==> src/rtl/step_updown_counter16_pkg.sv <==
// Shared constants and types for the step up/down counter slice.
package step_updown_counter16_pkg;

  // Count direction encodings
  localparam logic DIR_UP   = 1'b1;
  localparam logic DIR_DOWN = 1'b0;

  // Default geometry of the counter
  localparam int DEF_WIDTH  = 16;
  localparam int DEF_STEP_W = 3;

  // Which action the register bank takes on a given edge
  typedef enum logic [1:0] {
    OP_CLEAR = 2'd0,
    OP_LOAD  = 2'd1,
    OP_COUNT = 2'd2
  } counter_op_e;

  // Resolve the CLEAR > LOAD > count priority into a single action
  function automatic counter_op_e select_op(input logic clear, input logic load);
    if (clear) begin
      return OP_CLEAR;
    end
    if (load) begin
      return OP_LOAD;
    end
    return OP_COUNT;
  endfunction

endpackage

==> src/rtl/step_updown_counter16_if.sv <==
// Load/step control inputs and count/wrap outputs of the counter, bundled.
interface step_updown_counter16_if
  import step_updown_counter16_pkg::*;
#(
  parameter int WIDTH  = DEF_WIDTH,
  parameter int STEP_W = DEF_STEP_W
);

  logic [WIDTH-1:0]  X;
  logic              LOAD;
  logic              direction;
  logic [STEP_W-1:0] value;
  logic [WIDTH-1:0]  out;
  logic              wrap;

  // Side that controls the counter (sequencer or bench)
  modport master (
    output X, LOAD, direction, value,
    input  out, wrap
  );

  // The counter itself
  modport slave (
    input  X, LOAD, direction, value,
    output out, wrap
  );

endinterface

==> src/rtl/step_updown_counter16_step_addsub.sv <==
// Combinational add/subtract of a zero-extended step magnitude, with carry/borrow.
module step_addsub
  import step_updown_counter16_pkg::*;
#(
  parameter int WIDTH  = DEF_WIDTH,
  parameter int STEP_W = DEF_STEP_W
) (
  input  logic [WIDTH-1:0]  cur,
  input  logic [STEP_W-1:0] step,
  input  logic              dir,
  output logic [WIDTH-1:0]  next,
  output logic              carry
);

  logic [WIDTH-1:0] step_ext;
  logic [WIDTH:0]   result;

  assign step_ext = {{(WIDTH-STEP_W){1'b0}}, step};

  // One extra bit holds the carry on add, or goes high on borrow when step exceeds cur
  always_comb begin
    result = '0;
    if (dir == DIR_UP) begin
      result = {1'b0, cur} + {1'b0, step_ext};
    end else begin
      result = {1'b0, cur} - {1'b0, step_ext};
    end
  end

  assign next  = result[WIDTH-1:0];
  assign carry = result[WIDTH];

endmodule

==> src/rtl/step_updown_counter16.sv <==
// 16-bit up/down counter with parallel load, per-cycle step 0..7 and a registered wrap flag.
module step_updown_counter16
  import step_updown_counter16_pkg::*;
#(
  parameter int WIDTH  = DEF_WIDTH,
  parameter int STEP_W = DEF_STEP_W
) (
  input  logic                    CLK,
  input  logic                    CLEAR,
  step_updown_counter16_if.slave  bus
);

  logic [WIDTH-1:0] count_q;
  logic             wrap_q;
  logic [WIDTH-1:0] count_next;
  logic             step_carry;
  logic [WIDTH-1:0] count_d;
  logic             wrap_d;
  counter_op_e      op;

  step_addsub #(
    .WIDTH  (WIDTH),
    .STEP_W (STEP_W)
  ) u_addsub (
    .cur   (count_q),
    .step  (bus.value),
    .dir   (bus.direction),
    .next  (count_next),
    .carry (step_carry)
  );

  assign op = select_op(CLEAR, bus.LOAD);

  // Pick the next count and wrap value according to the edge's action
  always_comb begin
    count_d = count_q;
    wrap_d  = 1'b0;
    case (op)
      OP_CLEAR: begin
        count_d = '0;
        wrap_d  = 1'b0;
      end
      OP_LOAD: begin
        count_d = bus.X;
        wrap_d  = 1'b0;
      end
      default: begin
        count_d = count_next;
        wrap_d  = step_carry;
      end
    endcase
  end

  // Count and wrap registers; CLEAR is synchronous
  always_ff @(posedge CLK) begin
    if (CLEAR) begin
      count_q <= '0;
      wrap_q  <= 1'b0;
    end else begin
      count_q <= count_d;
      wrap_q  <= wrap_d;
    end
  end

  assign bus.out  = count_q;
  assign bus.wrap = wrap_q;

endmodule

==> src/flat_wrapper.sv <==
// flat-port wrapper written by rule: the top's interface ports become plain ports
module step_updown_counter16_flat import step_updown_counter16_pkg::*;
#(
  parameter int WIDTH  = DEF_WIDTH,
  parameter int STEP_W = DEF_STEP_W
)
  (CLK, CLEAR, bus_X, bus_LOAD, bus_direction, bus_value, bus_out, bus_wrap);
  step_updown_counter16_if #(.WIDTH(WIDTH), .STEP_W(STEP_W)) bus_i ();
  input  logic CLK;
  input  logic CLEAR;
  input wire logic [$bits(bus_i.X)-1:0] bus_X;
  input wire logic [$bits(bus_i.LOAD)-1:0] bus_LOAD;
  input wire logic [$bits(bus_i.direction)-1:0] bus_direction;
  input wire logic [$bits(bus_i.value)-1:0] bus_value;
  output wire logic [$bits(bus_i.out)-1:0] bus_out;
  output wire logic [$bits(bus_i.wrap)-1:0] bus_wrap;
  assign bus_i.X = bus_X;
  assign bus_i.LOAD = bus_LOAD;
  assign bus_i.direction = bus_direction;
  assign bus_i.value = bus_value;
  assign bus_out = bus_i.out;
  assign bus_wrap = bus_i.wrap;
  step_updown_counter16 #(.WIDTH(WIDTH), .STEP_W(STEP_W)) u_core (.CLK(CLK), .CLEAR(CLEAR), .bus(bus_i));
endmodule
==> config.mk <==
export PLATFORM = sky130hd
export DESIGN_NAME = step_updown_counter16_flat
export DESIGN_NICKNAME = d
export VERILOG_FILES = /design/src/rtl/step_updown_counter16_pkg.sv /design/src/rtl/step_updown_counter16_if.sv /design/src/rtl/step_updown_counter16_step_addsub.sv /design/src/rtl/step_updown_counter16.sv /design/src/flat_wrapper.sv
export SDC_FILE = /design/constraint.sdc
export NUM_CORES = 1
export LEC_CHECK = 0
export ABC_CLOCK_PERIOD_IN_PS = 3200
export BUFFER_PORTS_ARGS = -buffer_cell sky130_fd_sc_hd__buf_2
export CAP_MARGIN = 20
export CORE_ASPECT_RATIO = 2
export CORE_UTILIZATION = 50
export CTS_BUF_LIST = sky130_fd_sc_hd__clkbuf_16
export CTS_CLUSTER_DIAMETER = 150
export DETAILED_ROUTE_END_ITERATION = 12
export PLACE_DENSITY = 0.77
export SLEW_MARGIN = 20
export SYNTH_ARGS = -nofsm -noshare
export SYNTH_HDL_FRONTEND = slang
export SYNTH_HIERARCHICAL = 1
export SYNTH_SLANG_ARGS = --single-unit
==> constraint.sdc <==
create_clock -name CLK -period 3.2 [get_ports CLK]
set_input_delay 0.16 -clock CLK [delete_from_list [all_inputs] [get_ports CLK]]
set_output_delay 0.16 -clock CLK [all_outputs]
set_load 0.005 [all_outputs]
# Word-level counts from Yosys, hierarchy flattened
# Index checks and enable logic that the tools add are counted.
[op_classes]
n_reduce_logical = 2
addsub = 2
n_lt_le_gt_ge = 0
bitwise = 0
mux = 9
eq_ne = 1
n_mul = 0
div = 0
shifts = 0
[op_table]
columns = ["op", "count"]
rows = [
  ["$pmux W16 S2", 1],
  ["$add A16 B3 Y17", 1],
  ["$mux W17", 1],
  ["$sub A16 B3 Y17", 1],
  ["$mux W2", 4],
  ["$mux W1", 3],
  ["$reduce_or A3 Y1", 1],
  ["$eq A2 B1 Y1 const B", 1],
  ["$logic_not A2 Y1", 1],
]
[totals]
out_inout_bits = 17
reg_bits = 17
memories = 0
romBits = 0
wordCells = 16
mem_bits_rw = 0
inputBits = 23
latchBits = 0

# Depth between registers and ports, before layout
# Gate-level depths: netlist of run 1.
[depth]
depth_word = 6
depth_mapped = 14
ltp_nobuf = 14

# By module
# Netlist of run 1, hierarchy kept.
[modules_own_cells]
columns = ["module", "n_inst", "cells_per_inst", "area_each_um2", "seq_area_each_um2"]
rows = [
  ["step_addsub", 1, 112, 848.3, 0.0],
  ["step_updown_counter16", 1, 54, 609.3, 340.3],
]

# Worst setup path after synthesis of run 1
# OpenSTA, ideal clock, no wires.
[synth_timing]
path_kind = "input-to-reg"
startpoint = "in bus_value[0]"
endpoint = "reg u_core.count_q[14] (netlist: u_core/bus.out[14])"
required_time_ns = 3.083
path_slack_ns = 0.685
path_buffers = 0
path_stages = 13
t_arrival_ns = 2.398
setup_ns = 0.117
cell_sequence = "inv_1 ha_1 ha_1 mux2_2 ha_1 nand2b_1 a21oi_2 o211a_4 a221oi_4 o21ai_0 xor2_1 mux2i_1 nor2_1"
[synth_via]
elab_chain_len = 3
word_cells_on_any_way = 4
cone_classes = "2 x add/sub; 2 x mux"
[synth_rtl]
columns = ["item", "line_no", "rtl"]
rows = [
  ["start, declared", "flat_wrapper.sv:14", "input wire logic [$bits(bus_i.value)-1:0] bus_value;"],
  ["$sub A16 B3 Y17 / $add A16 B3 Y17 (equally long branches)", "step_updown_counter16_step_addsub.sv:26, step_updown_counter16_step_addsub.sv:24", ""],
  ["$mux W17 (*)", "step_updown_counter16_step_addsub.sv:23", "if (dir == DIR_UP) begin"],
  ["via u_core.count_next[14]", "step_updown_counter16.sv:15", "logic [WIDTH-1:0] count_next;"],
  ["$pmux W16 S2 (*)", "step_updown_counter16.sv:38", "case (op)"],
  ["end signal, assigned", "step_updown_counter16.sv:60", "count_q <= count_d;"],
  ["end, declared", "step_updown_counter16.sv:13", "logic [WIDTH-1:0] count_q;"],
]
# The timed path passes the listed nets; every way through them passes the cells marked *.
# A chain may end at the register's enable or synchronous reset.

# Worst setup path in the final report of run 1
# Ends and elaborated chain as after synthesis.

==> results of run 1 <==
worst max-delay path: stages:
cell      delay (ps)
buf_2             90
inv_1             50
ha_1             200
ha_1             270
mux2_2           270
ha_1             330
nand2b_1         130
a21oi_2           70
o211a_4          270
a221oi_4         370
o21ai_0          190
xor2_1           170
mux2i_1          140
nor2_1            60
layout make-up:
type | count | area, sq um
multi-input combinational | 134 | 1030
fill | 257 | 1030
sequential | 17 | 340
timing repair buffer | 41 | 210
clock buffer | 3 | 75.1
inverter | 11 | 41.3
tap | 29 | 36.3
clock inverter | 1 | 3.75
how the worst min path moves through the flow:
stage | from | endpoint | slack (ps) | cells after the start
2_1_floorplan | bus_X[1] | u_core/bus.out[1] | 310 | 2
3_3_place_gp | bus_X[15] | u_core/bus.out[15] | 390 | 3
3_5_place_dp | bus_X[10] | u_core/bus.out[10] | 400 | 3
4_1_cts | bus_X[10] | u_core/bus.out[10] | 150 | 3
5_1_grt | bus_X[10] | u_core/bus.out[10] | 160 | 3
6_report | bus_X[10] | u_core/bus.out[10] | 150 | 3
through the flow:
stage | hold WS, ps | std cells | total power [mW]
2_1_floorplan | 307 | 166 | 0.561
3_3_place_gp | 394 | 232 | 0.647
3_5_place_dp | 405 | 232 | 0.662
4_1_cts | 149 | 236 | 0.913
5_1_grt | 163 | 236 | 0.969
6_report | 147 | 236 | 0.908
sequential cells by signal, indices dropped and copies added (netlist names):
name,flops
u_core/bus.wrap,1
u_core/bus.out,16
cells by family (layout without fill, tap and decap cells):
kind of cell / Yosys count / after routing / synth area share (%)
buffers and inverters: 15 / 56 / 5.67
AND/OR/NAND/NOR: 48 / 48 / 15.3
adder cells (fa/ha/maj): 19 / 19 / 16.8
flip-flops: 17 / 17 / 23.3
AO/OA/AOI/OAI: 35 / 35 / 17.9
XOR/XNOR: 14 / 14 / 8.41
multiplexers: 18 / 18 / 12.5
placed cells by master, fill, tap and decap left out, types with 2 or more instances in the layout:
cell,instances
nor2_1,25
buf_2,39
o21ai_0,8
o21bai_1,2
xor2_1,2
dfxtp_1,17
nor2b_1,2
a21oi_1,10
a31oi_1,2
a211oi_1,2
nand2_1,9
nand2b_1,3
clkbuf_16,3
mux2_2,2
inv_1,12
a21oi_2,2
nand4_1,2
mux2i_1,16
ha_1,18
xnor2_1,12
buf_4,2
routing by layer:
layer	part of all wire, %	up-vias	global-route usage (%)
met5	0	-	0
met4	0.85	0	7.00
met3	3.2	6	2.82
met2	57	33	46.3
met1	39	621	23.4
li1	-	666	-
power by group:
| part | total, mW | switching (mW) | internal, mW |
|---|---|---|---|
| Combinational | 0.403 | 0.216 | 0.187 |
| Clock | 0.246 | 0.0803 | 0.166 |
| Sequential | 0.260 | 0.0165 | 0.243 |
| Total | 0.908 | 0.313 | 0.596 |
==> impl_metrics.toml, run 1 <==
[drt]
drc = 0
drt_iter0_drc = 28
wl_per_cell_um = 14.4
num_vias = 1326
ant_nets = 0
vias_per_cell = 5.62
first_pass_iters = 4
routed_wirelength_um = 3390

[power]
p_per_area_mw_per_mm2 = 522
ir_drop_mv = 0.314
leakagePower_nw = 0.907

[layout]
num-nets-final = 250
syn_to_final_growth_pct = 19.5
fin_util_pct = 62.9
drive_above_1_share_pct = 27.5
stdcell_area_sq_mm = 0.00174
diodes = 0

[timing]
slew_headroom_pct = 65.6
setup_viol = 0
fmax_mhz = 379
drv_slew = 0
worst_slack_ps = 562
period_share_pct = 82.4
hold_viol = 0
skew_ps = 1.51
tightest_slew_ps = 515
tns_ps = 0
fin_crit_ps = 2640
rsz0062_at_grt = "no"

[placed_design]
placement.cell_area_sq_mm = 0.00166
portBuffers = 39
pre_cts_ws_ps = 350
gp_congestion = 0.887
hpwl_um = 2640

[clock_tree]
cts_tree = "yes"
hold_buffers = 0
htreeDepth = 1
clk_pin_slew_ps = 50
cts_root_buffer = "clkbuf_16"
cts_buffers = 3
cts.sinks = 17
clk_latency_ps = 240
cts_setup_buffers = 0
cts-resized-gates = 0
cts_buffer_depth = 2

[die]
num_rows = 27
coreArea_sq_mm = 0.00277
die_width_um = 40.2
io_pins = 40
die_y_um = 78.4
start_util_pct = 52.6
dieArea_sq_mm = 0.00315

[synthesis]
async_flop_share_pct = 0
synth-edff-count = 0
yosys_warnings = 6
syn_nets = 208
syn_inst = 166
ys_ff_latch = 17
synth.cell_area_sq_mm = 0.00146
synth_top_area_share_pct = 23.3
avgSynthCellArea_sq_um = 8.78
synthFlopType = "dfxtp_1"
ys_seq_area_share_pct = 23.3
yosysMostFrequentCell = "nor2_1"
synth_largest_area_cell = "dfxtp_1"
ys_types = 38
synthTopCellsByCount = "nor2_1, ha_1, dfxtp_1"
synthTopCellsByArea = "dfxtp_1, ha_1, mux2i_1"

[worst_setup_path]
r2r_end = "u_core/bus.out[14]"
start_kind = "primary input"
crit_path_max_fanout = 4
r2r-start = "u_core/bus.out[0]"
crit_path_end_kind = "flip-flop"
cp-startpoint = "bus_value[0]"
reg2reg_depth = 11
r2r_slack_ps = 870
worst-setup-path-type = "in -> reg"
worst_ep_arrival_time_ps = 2760
endpoint = "u_core/bus.out[14]"
cp_data_required_time_ps = 3320

[global_route]
grt_pass1_wl_um = 5440
antenna_found_initial = 0
grt_max_degree = 18
grt_pass1_vias = 1380
track_usage_pct = 23.9
grt_overflow_total = 0

[status]
status = "complete, no violations"

[job]
drv_cap = 0

[worst_hold_path]
hp-class = "in -> reg"
Note: power is estimated with default switching activity, not from simulation.
==> run 2, diff against run 1 <==
--- a/config.mk
+++ b/config.mk
@@ -5,7 +5,7 @@
 export SDC_FILE = /design/constraint.sdc
 export NUM_CORES = 1
 export LEC_CHECK = 0
-export ABC_CLOCK_PERIOD_IN_PS = 3200
+export ABC_CLOCK_PERIOD_IN_PS = 2700
 export BUFFER_PORTS_ARGS = -buffer_cell sky130_fd_sc_hd__buf_2
 export CAP_MARGIN = 20
 export CORE_ASPECT_RATIO = 2
==> constraint.sdc (replaced) <==
create_clock -name CLK -period 2.7 [get_ports CLK]
set_input_delay 0.135 -clock CLK [delete_from_list [all_inputs] [get_ports CLK]]
set_output_delay 0.135 -clock CLK [all_outputs]
set_load 0.005 [all_outputs]
==> impl_metrics.toml, run 2 (synthesis results as in run 1) <==
[status]
status = "complete, no violations"

[worst_setup_path]
cp_top_family = "compound AO/OA/AOI/OAI gates"
worst_ep_arrival_time_ps = 2630
cp_common_cell = "ha_1"
crit_path_max_fanout = 4
crit_path_end_kind = "flip-flop"
cp_data_required_time_ps = 2820
path_buf_inv = 2
path_cells = "buf_2 -> inv_1 -> ha_1 -> ha_1 -> mux2_2 -> ha_1 -> nand2b_1 -> a21oi_2 -> o211a_4 -> a221oi_4 -> o21ai_1 -> xor2_1 -> mux2i_1 -> nor2_1"
r2r_slack_ps = 430
slowest_stage = "a221oi_4"
worst-setup-path-type = "in -> reg"
critPathMaxStageDelay_ps = 350
start_kind = "primary input"

[drt]
vias_per_cell = 5.60
wl_per_cell_um = 14.1
routed_wirelength_um = 3390
first_pass_iters = 4
drc = 0
num_vias = 1344
drt_iter0_drc = 42
ant_nets = 0

[global_route]
grt_max_degree = 18
grt_pass1_wl_um = 5240
grt_busiest_layer = "met2"
track_usage_pct = 23.0
use_met3_pct = 3.11
grt_overflow_total = 0
grt_pass1_vias = 1331
gr-usage-met1_pct = 22.2
grt_use_met2_pct = 44.4
antenna_found_initial = 0

[layout]
drive_above_1_share_pct = 28.9
layout_common_cells = "buf_2, nor2_1, ha_1"
fillers = 255
num-nets-final = 254
final_common_cell = "buf_2"
fin_cells = 240
multi_input_area_sq_mm = 0.00103
syn_to_final_growth_pct = 21.5
largest_reg_flops = 16
diodes = 0
seqCellArea_sq_um = 340

[timing]
drv_slew = 0
setup_viol = 0
holdWs_ps = 123
worst_slack_ps = 190
tightest_slew_ps = 509
rsz0062_at_grt = "no"
skew_ps = 3.78
period_share_pct = 93.0
hold_viol = 0
slew_headroom_pct = 65.9
fin_crit_ps = 2510
tns_ps = 0
fmax_mhz = 398

[placed_design]
pre_cts_ws_ps = -70.3
gp_congestion = 0.872
place_inst = 236
hpwl_um = 2630
portBuffers = 39

[die]
io_pins = 40
start_util_pct = 52.6
die_width_um = 40.2
coreArea_sq_mm = 0.00277
num_rows = 27
die_y_um = 78.4
dieArea_sq_mm = 0.00315

[job]
drv_cap = 0

[clock_tree]
clk_latency_ps = 250
cts_buffer_depth = 2
cts_buffers = 3
htreeDepth = 1
hold_buffers = 0
cts.sinks = 17
cts_root_buffer = "clkbuf_16"
clk_pin_slew_ps = 50
cts_tree = "yes"

[worst_hold_path]
hp-class = "in -> reg"

[power]
total_power_mw = 1.09
p_per_area_mw_per_mm2 = 617
leakagePower_nw = 0.925
ir_drop_mv = 0.379
## run 2: changes by cell type in the layout (fill, tap and decap cells not counted), sizes merged
| cell | change |
|---|---|
| buf | +4 |
## run 2: metrics by stage
step	cell area (sq um)	util [%]
after floorplan	1460	-
after global placement	1690	61.1
after detailed placement	1690	61.1
after CTS	1770	64.0
after global routing	1770	64.0
final	1770	64.0
## run 2: cell type report
cell class,count,share of cell area [%]
well taps,29,2.05
clock inverters,1,0.212
inverters,11,2.33
clock buffers,3,4.24
flip-flops and latches,17,19.2
repair buffers,45,13.6
multi-input cells,134,58.4
## run 2: path summary, 6_finish.rpt
| check | depth (start not counted) | start | to |
|---|---|---|---|
| setup / recovery | 14 | bus_value[0] | u_core/bus.out[14] |
| hold / removal | 3 | bus_X[10] | u_core/bus.out[10] |
| setup reg to reg | 11 | u_core/bus.out[0] | u_core/bus.out[14] |
| hold reg to reg | 3 | u_core/bus.out[0] | u_core/bus.out[0] |
## run 2: report_power, final
part | internal (mW) | total (mW) | switching [mW]
Clock | 0.197 | 0.295 | 0.0988
Combinational | 0.232 | 0.489 | 0.257
Sequential | 0.288 | 0.308 | 0.0198
Total | 0.717 | 1.09 | 0.375
## run 2: worst reg2reg max path, stage by stage (launching register included)
cell      delay (ps)
dfxtp_1          310
ha_1             210
inv_1             80
fa_1             210
nand2b_1         160
a21oi_2           80
o211a_4          270
a221oi_4         350
o21ai_1          140
xor2_1           160
mux2i_1          130
nor2_1            50
## run 2: what timing repair did
item | CTS | global route
buffers inserted | 0 | 0
gates resized for setup | 0 | 1
endpoints found under the setup margin | 0 | 1
## run 2: routing by layer
metal / vias up / share of wire [%]
met5: - / 0
met4: 0 / 1.5
met3: 6 / 3.8
met2: 31 / 56
met1: 638 / 39
li1: 669 / -
